## src/rtl/prog_loader.sv

```systemverilog
// rtl/prog_loader.sv - framed byte-stream program loader with checksum and CPU reset hold
// Accepts LEN, payload, SUM; writes payload to program memory and releases the CPU on a good frame.
module prog_loader #(
  parameter logic [7:0] BASE  = 8'h00,
  parameter bit         CHECK = 1'b1
) (
  input  logic       clk,
  input  logic       resetBar,
  input  logic       inValid,
  input  logic [7:0] inByte,
  output logic       inReady,
  output logic [7:0] progAddr,
  output logic [7:0] progData,
  output logic       progWriteBar,
  output logic       cpuResetBar,
  output logic       loadDone,
  output logic       loadError
);

  typedef enum logic [2:0] {
    ST_LEN,
    ST_DATA,
    ST_WRITE,
    ST_SUM,
    ST_DONE
  } state_t;

  state_t     r_state;
  logic [8:0] r_len;
  logic [8:0] r_count;
  logic [7:0] r_sum;
  logic [7:0] r_addr;
  logic [7:0] r_data;
  logic       r_wr_bar;
  logic       r_cpu_rst_bar;
  logic       r_done;
  logic       r_err;

  logic       w_xfer;
  logic [7:0] w_sum_next;
  logic       w_good;
  logic [8:0] w_count_inc;

  // Ready depends only on state (and reset), never on inValid/inByte.
  assign inReady     = resetBar & ((r_state == ST_LEN) | (r_state == ST_DATA) | (r_state == ST_SUM));
  assign w_xfer      = inValid & inReady;
  assign w_sum_next  = r_sum + inByte;
  assign w_good      = (w_sum_next == 8'h00) || !CHECK;
  assign w_count_inc = r_count + 9'd1;

  assign progAddr     = r_addr;
  assign progData     = r_data;
  assign progWriteBar = r_wr_bar;
  assign cpuResetBar  = r_cpu_rst_bar;
  assign loadDone     = r_done;
  assign loadError    = r_err;

  always_ff @(posedge clk or negedge resetBar) begin
    if (!resetBar) begin
      r_state       <= ST_LEN;
      r_len         <= 9'd0;
      r_count       <= 9'd0;
      r_sum         <= 8'h00;
      r_addr        <= BASE;
      r_data        <= 8'h00;
      r_wr_bar      <= 1'b1;
      r_cpu_rst_bar <= 1'b0;
      r_done        <= 1'b0;
      r_err         <= 1'b0;
    end else begin
      r_wr_bar <= 1'b1;
      case (r_state)
        ST_LEN: begin
          if (w_xfer) begin
            r_len   <= (inByte == 8'h00) ? 9'd256 : {1'b0, inByte};
            r_sum   <= inByte;
            r_count <= 9'd0;
            r_err   <= 1'b0;
            r_state <= ST_DATA;
          end
        end
        ST_DATA: begin
          if (w_xfer) begin
            r_data   <= inByte;
            r_sum    <= w_sum_next;
            r_addr   <= BASE + r_count[7:0];
            r_wr_bar <= 1'b0;
            r_state  <= ST_WRITE;
          end
        end
        ST_WRITE: begin
          r_count <= w_count_inc;
          r_state <= (w_count_inc == r_len) ? ST_SUM : ST_DATA;
        end
        ST_SUM: begin
          if (w_xfer) begin
            r_sum <= w_sum_next;
            if (w_good) begin
              r_done        <= 1'b1;
              r_cpu_rst_bar <= 1'b1;
              r_state       <= ST_DONE;
            end else begin
              r_err   <= 1'b1;
              r_state <= ST_LEN;
            end
          end
        end
        ST_DONE: begin
          r_state <= ST_DONE;
        end
        default: begin
          r_state <= ST_LEN;
        end
      endcase
    end
  end

endmodule
```

## config.mk

```make
export PLATFORM = sky130hd
export DESIGN_NAME = prog_loader
export DESIGN_NICKNAME = d
export VERILOG_FILES = /design/src/rtl/prog_loader.sv
export SDC_FILE = /design/constraint.sdc
export NUM_CORES = 1
export LEC_CHECK = 0
export ABC_AREA = 1
export BUFFER_PORTS_ARGS = -buffer_cell sky130_fd_sc_hd__buf_4
export CAP_MARGIN = 20
export CORE_ASPECT_RATIO = 0.8
export CORE_MARGIN = 2
export CORE_UTILIZATION = 49
export DETAILED_ROUTE_END_ITERATION = 8
export PLACE_DENSITY = 0.72
export SYNTH_ARGS = -nofsm -noshare
export SYNTH_HDL_FRONTEND = slang
export SYNTH_SLANG_ARGS = --single-unit
export TNS_END_PERCENT = 50
```

## constraint.sdc

```tcl
create_clock -name clk -period 2 [get_ports clk]
set_input_delay 0.2 -clock clk [delete_from_list [all_inputs] [get_ports clk]]
set_output_delay 0.2 -clock clk [all_outputs]
set_load 0.01 [all_outputs]
```

# Word-level counts from Yosys, hierarchy flattened
# Index checks and enable logic that the tools add are counted.
[classes]
n_eq_ne = 10
addsub = 2
bitwise = 4
mux = 18
n_reduce_logical = 14
[ops]
columns = ["cell", "count"]
rows = [
  ["$mux 9", 2],
  ["$pmux 9 s2", 1],
  ["$logic_not 8->1", 2],
  ["$mux 8", 2],
  ["$pmux 8 s2", 1],
  ["$pmux 3 s5", 1],
  ["$mux 3", 4],
  ["$add 9x1->9 const B", 1],
  ["$eq 9x9->1", 1],
  ["$reduce_and 3->1", 3],
  ["$add 8x8->8", 1],
  ["$ne 2x2->1 const B", 4],
  ["$eq 3x2->1 const B", 2],
  ["$reduce_and 2->1", 3],
  ["$reduce_bool 2->1", 3],
  ["$mux 1", 5],
  ["$reduce_and 4->1", 1],
  ["$eq 3x1->1 const B", 1],
  ["$eq 3x3->1 const B", 1],
  ["$logic_not 3->1", 1],
  ["$and 1x1->1", 2],
  ["$mux 2", 1],
  ["$ne 2x1->1 const B", 1],
  ["$or 1x1->1", 2],
  ["other kinds (2)", 2],
]
[word_totals]
out_inout_bits = 21
wordCells = 57
ff_bits = 48
in_bits = 11

# Depth between registers and ports, before layout
[logic_depth]
word_depth = 7
ltp_mapped = 13
mapped_depth_nobuf = 13

# Least setup slack after synthesis
# No wires, ideal clock.
[synth_timing]
path_type = "register -> register"
start = "register r_sum[0]"
end = "register r_state[2]"
arrival_time_ps = 1663
path_slack_ps = 260
path_stages_with_launch = 12
path_buffers = 0
setup_ps = 77
path_cell_list = "dfrtp_1 > ha_1 > inv_1 > fa_1 > nand3b_1 > nand2_1 > nand2_1 > nand2_1 > nand3_1 > nor2_1 > nand4_1 > a21oi_1"
[synth_via]
elab_chain_len = 5
[synth_lines]
columns = ["element", "line", "rtl"]
rows = [
  ["start: declaration", "31", "logic [7:0] r_sum;"],
  ["start signal: assignment", "76", "r_sum <= inByte;"],
  ["start signal: assignment", "85", "r_sum <= w_sum_next;"],
  ["start signal: assignment", "97", "r_sum <= w_sum_next;"],
  ["$add 8x8->8", "47", "assign w_sum_next = r_sum + inByte;"],
  ["$logic_not 8->1", "48", "assign w_good = (w_sum_next == 8'h00) || !CHECK;"],
  ["$mux 3", "98", "if (w_good) begin"],
  ["$mux 3", "96", "if (w_xfer) begin"],
  ["$pmux 3 s5", "72", "case (r_state)"],
  ["end signal: assignment", "93", "r_state <= (w_count_inc == r_len) ? ST_SUM : ST_DATA;"],
  ["end: declaration", "28", "state_t r_state;"],
]
# No other way between the ends. The select of a mux whose other input is x is not followed.
# A chain may end at the register's enable or synchronous reset.

# Worst setup path after layout
# Same ends and word-level chain as after synthesis.

==> qor.yml <==
power_and_ir_drop:
  leakagePower_nw: 1.550
  powerDensity_nw_per_um2: 1351
  peakVddDrop_uv: 420.7
  total_power_mw: 4.201
worst_setup_path:
  regToRegStartpoint: "r_sum[0]"
  path_delay_family: "simple AND/OR/NAND/NOR gates"
  cp-startpoint: "r_sum[0]"
  crit_type: "flop to flop"
  cp-start-kind: "flop"
  crit_required_ns: 2.24
  crit_arrival_ns: 2.14
  crit_path_top_delay_cell: "dfrtp_1"
  critical-path-max-stage-delay_ns: 0.36
  path_cells: "ha_2 > inv_1 > fa_2 > nand3b_1 > nand2_2 > nand2_1 > nand2_1 > nand3_1 > nor2_1 > nand4_1 > a21oi_1"
  crit_path_max_fanout: 2
  path_buf_inv: 1
  path_common_cell: "nand2_1"
  critPathCaptureType: "flop"
place:
  port_buffers: 31
  placedCellCount: 432
  gp_congestion: 0.8708
  dp_hpwl_mm: 4.530
floorplanning:
  fp-row-count: 24
  coreArea_um2: 5405
  dieWidth_um: 87.44
  initial_core_util: 0.5049
  ios: 32
  dieArea_um2: 6186
  die-height_um: 70.75
timing:
  max_slew_margin: 0.5880
  finalCritPeriodShare: 0.9490
  grt_setup_unrepaired: "true"
  min_period_ns: 1.898
  finClkSkew_ns: 0.01391
  max_freq_mhz: 526.9
  setup_viol: 0
  worstMarginPinSlew_ns: 0.6180
  hold_viol_final: 0
  drv_slew: 0
route:
  final_antenna_net_count: 0
  dr.pass1.iters: 4
  remaining_drc_errors: 0
  drt_iter0_drc: 181
  vias: 2310
  drt_wl_total_mm: 6.040
  wl_per_cell_um: 13.73
  vias_per_cell: 5.250
finish:
  syn_to_final_growth_pct: 13.94
  fin_cells: 440
  multiInputGateArea_um2: 1296
  fin_nets: 394
  layout_common_cells: "94 x nand2_1, 47 x dfrtp_1, 38 x buf_4, 35 x inv_1, 30 x nand3_1"
  fill_cells: 511
  drive_gt1_frac: 0.1920
  seqCellArea_um2: 1202
  diodes: 0
  layout_commonest_cell: "nand2_1"
logic_synthesis:
  avgSynthCellArea_um2: 8.074
  synth_edf_count: 0
  ys.warnings.count: 0
  synth-seq-area-share: 0.4406
  async_flop_share: 1.000
  synth_flop_cell: "dfrtp_1"
  synth_cells: 338
  ys_types: 34
  mappedNetlistArea_um2: 2729
  syn_nets: 358
  synth-seq-cells: 48
grt:
  antenna_found_initial: 0
  grt_max_degree: 49
  grt_pass1_vias: 2220
  grt.total_usage: 0.2139
  grt_pass1_wl_mm: 10.41
  gr-total-overflow: 0
flow_run:
  maxCapViolations: 0
clock_network:
  cts.clk_slew.worst_paths_ns: 0.10
  root_buffer: "clkbuf_8"
  cts_buffers: 5
  cts_max_path_buffers: 2
  clock-sinks: 48
  htree_levels: 2
  postCtsSetupBuffers: 0
  clkLatencyLatePin_ns: 0.31
  cts_tree: "done"
worst_hold_path:
  hp-class: "input port to asynchronous set/reset pin"
run_status:
  status: "finished clean"
[worst paths after layout]
| check | end | slack, ns | cells after the start |
|---|---|---|---|
| setup reg to reg | r_state[2] | 0.10 | 11 |
| hold reg to reg | progAddr[3] | 0.49 | 2 |
| min in group clk | r_len[8] | 0.13 | 2 |
| hold / removal | progAddr[7] | 0.03 | 2 |
| setup / recovery | r_state[2] | 0.10 | 11 |
| max in group asynchronous | r_state[1] | 1.56 | 2 |
[power by group]
part / switching, mW / internal, mW
clock: 0.332 / 0.245
combinational: 1.17 / 0.856
sequential: 0.246 / 1.35
total: 1.75 / 2.45
[layer usage]
metal | wire (µm) | global-route usage | part of all wire | up-vias
met5 | 0 | 0 | 0 | -
met4 | 82 | 0.07350 | 0.014 | 0
met3 | 308 | 0.03617 | 0.051 | 8
met2 | 2613 | 0.3072 | 0.43 | 71
met1 | 3035 | 0.3258 | 0.50 | 1058
li1 | - | - | - | 1173
[per-stage QoR]
step           cell area (µm²)  worst slack (ns)  hold slack (ns)  setup TNS (ns)    util
2_1_floorplan             2729            0.2597         -0.09559               0       -
3_3_place_gp              3012            0.1400           0.3757               0  0.5572
3_5_place_dp              3012           0.06825           0.3851               0  0.5572
4_1_cts                   3097           0.06568          0.04881               0  0.5729
5_1_grt                   3109          -0.01965          0.08140        -0.01965  0.5752
6_report                  3109            0.1021          0.02509               0  0.5752
[logic make-up (layout without fill, tap and decap cells)]
family,count (synthesis),in the layout,synth area share
mux,1,1,0.005500
simple gates,163,163,0.2788
compound gates,63,63,0.1293
flops,48,48,0.4406
fa+ha+maj,9,9,0.04402
buf+inv,50,87,0.08895
xor+xnor,4,4,0.01284
[registers in the layout, indices dropped and copies added, names as in the netlist]
register      count
loadError         1
progData          8
r_len             9
loadDone          1
r_state           3
progWriteBar      1
progAddr          8
r_count           9
r_sum             8
[cells in the mapped netlist, types with 2 or more instances]
cell type / instances / area (µm²)
o21ai_0: 23 / 115.1
o22ai_1: 3 / 18.77
a2bb2oi_1: 2 / 17.52
a21oi_1: 11 / 55.05
inv_1: 35 / 131.4
nand3b_1: 4 / 30.03
buf_6: 5 / 56.30
o21ai_1: 17 / 85.08
dfrtp_1: 47 / 1176
nand3_1: 30 / 150.1
o21bai_1: 2 / 15.01
nor2_2: 4 / 25.02
o21a_1: 2 / 15.01
buf_4: 3 / 22.52
nand2_4: 2 / 22.52
nor2_4: 4 / 45.04
xnor2_1: 4 / 35.03
nor2_1: 14 / 52.55
nand4_1: 5 / 31.28
ha_1: 8 / 100.1
inv_2: 5 / 18.77
nand2_1: 96 / 360.4
[timing repair]
item	in CTS	in global routing
hold endpoints to repair	0	0
setup endpoints to repair	0	4
hold buffers	0	0
resized for setup	0	5
[layout make-up]
class / count / share of cell area
Sequential cell: 48 / 0.3867
Multi-Input combinational cell: 240 / 0.4169
Clock inverter: 2 / 0.004024
Inverter: 41 / 0.05111
Tap cell: 65 / 0.02616
Timing Repair Buffer: 38 / 0.09175
Clock buffer: 6 / 0.02334
No activity file was read; power rests on OpenSTA's default activity.
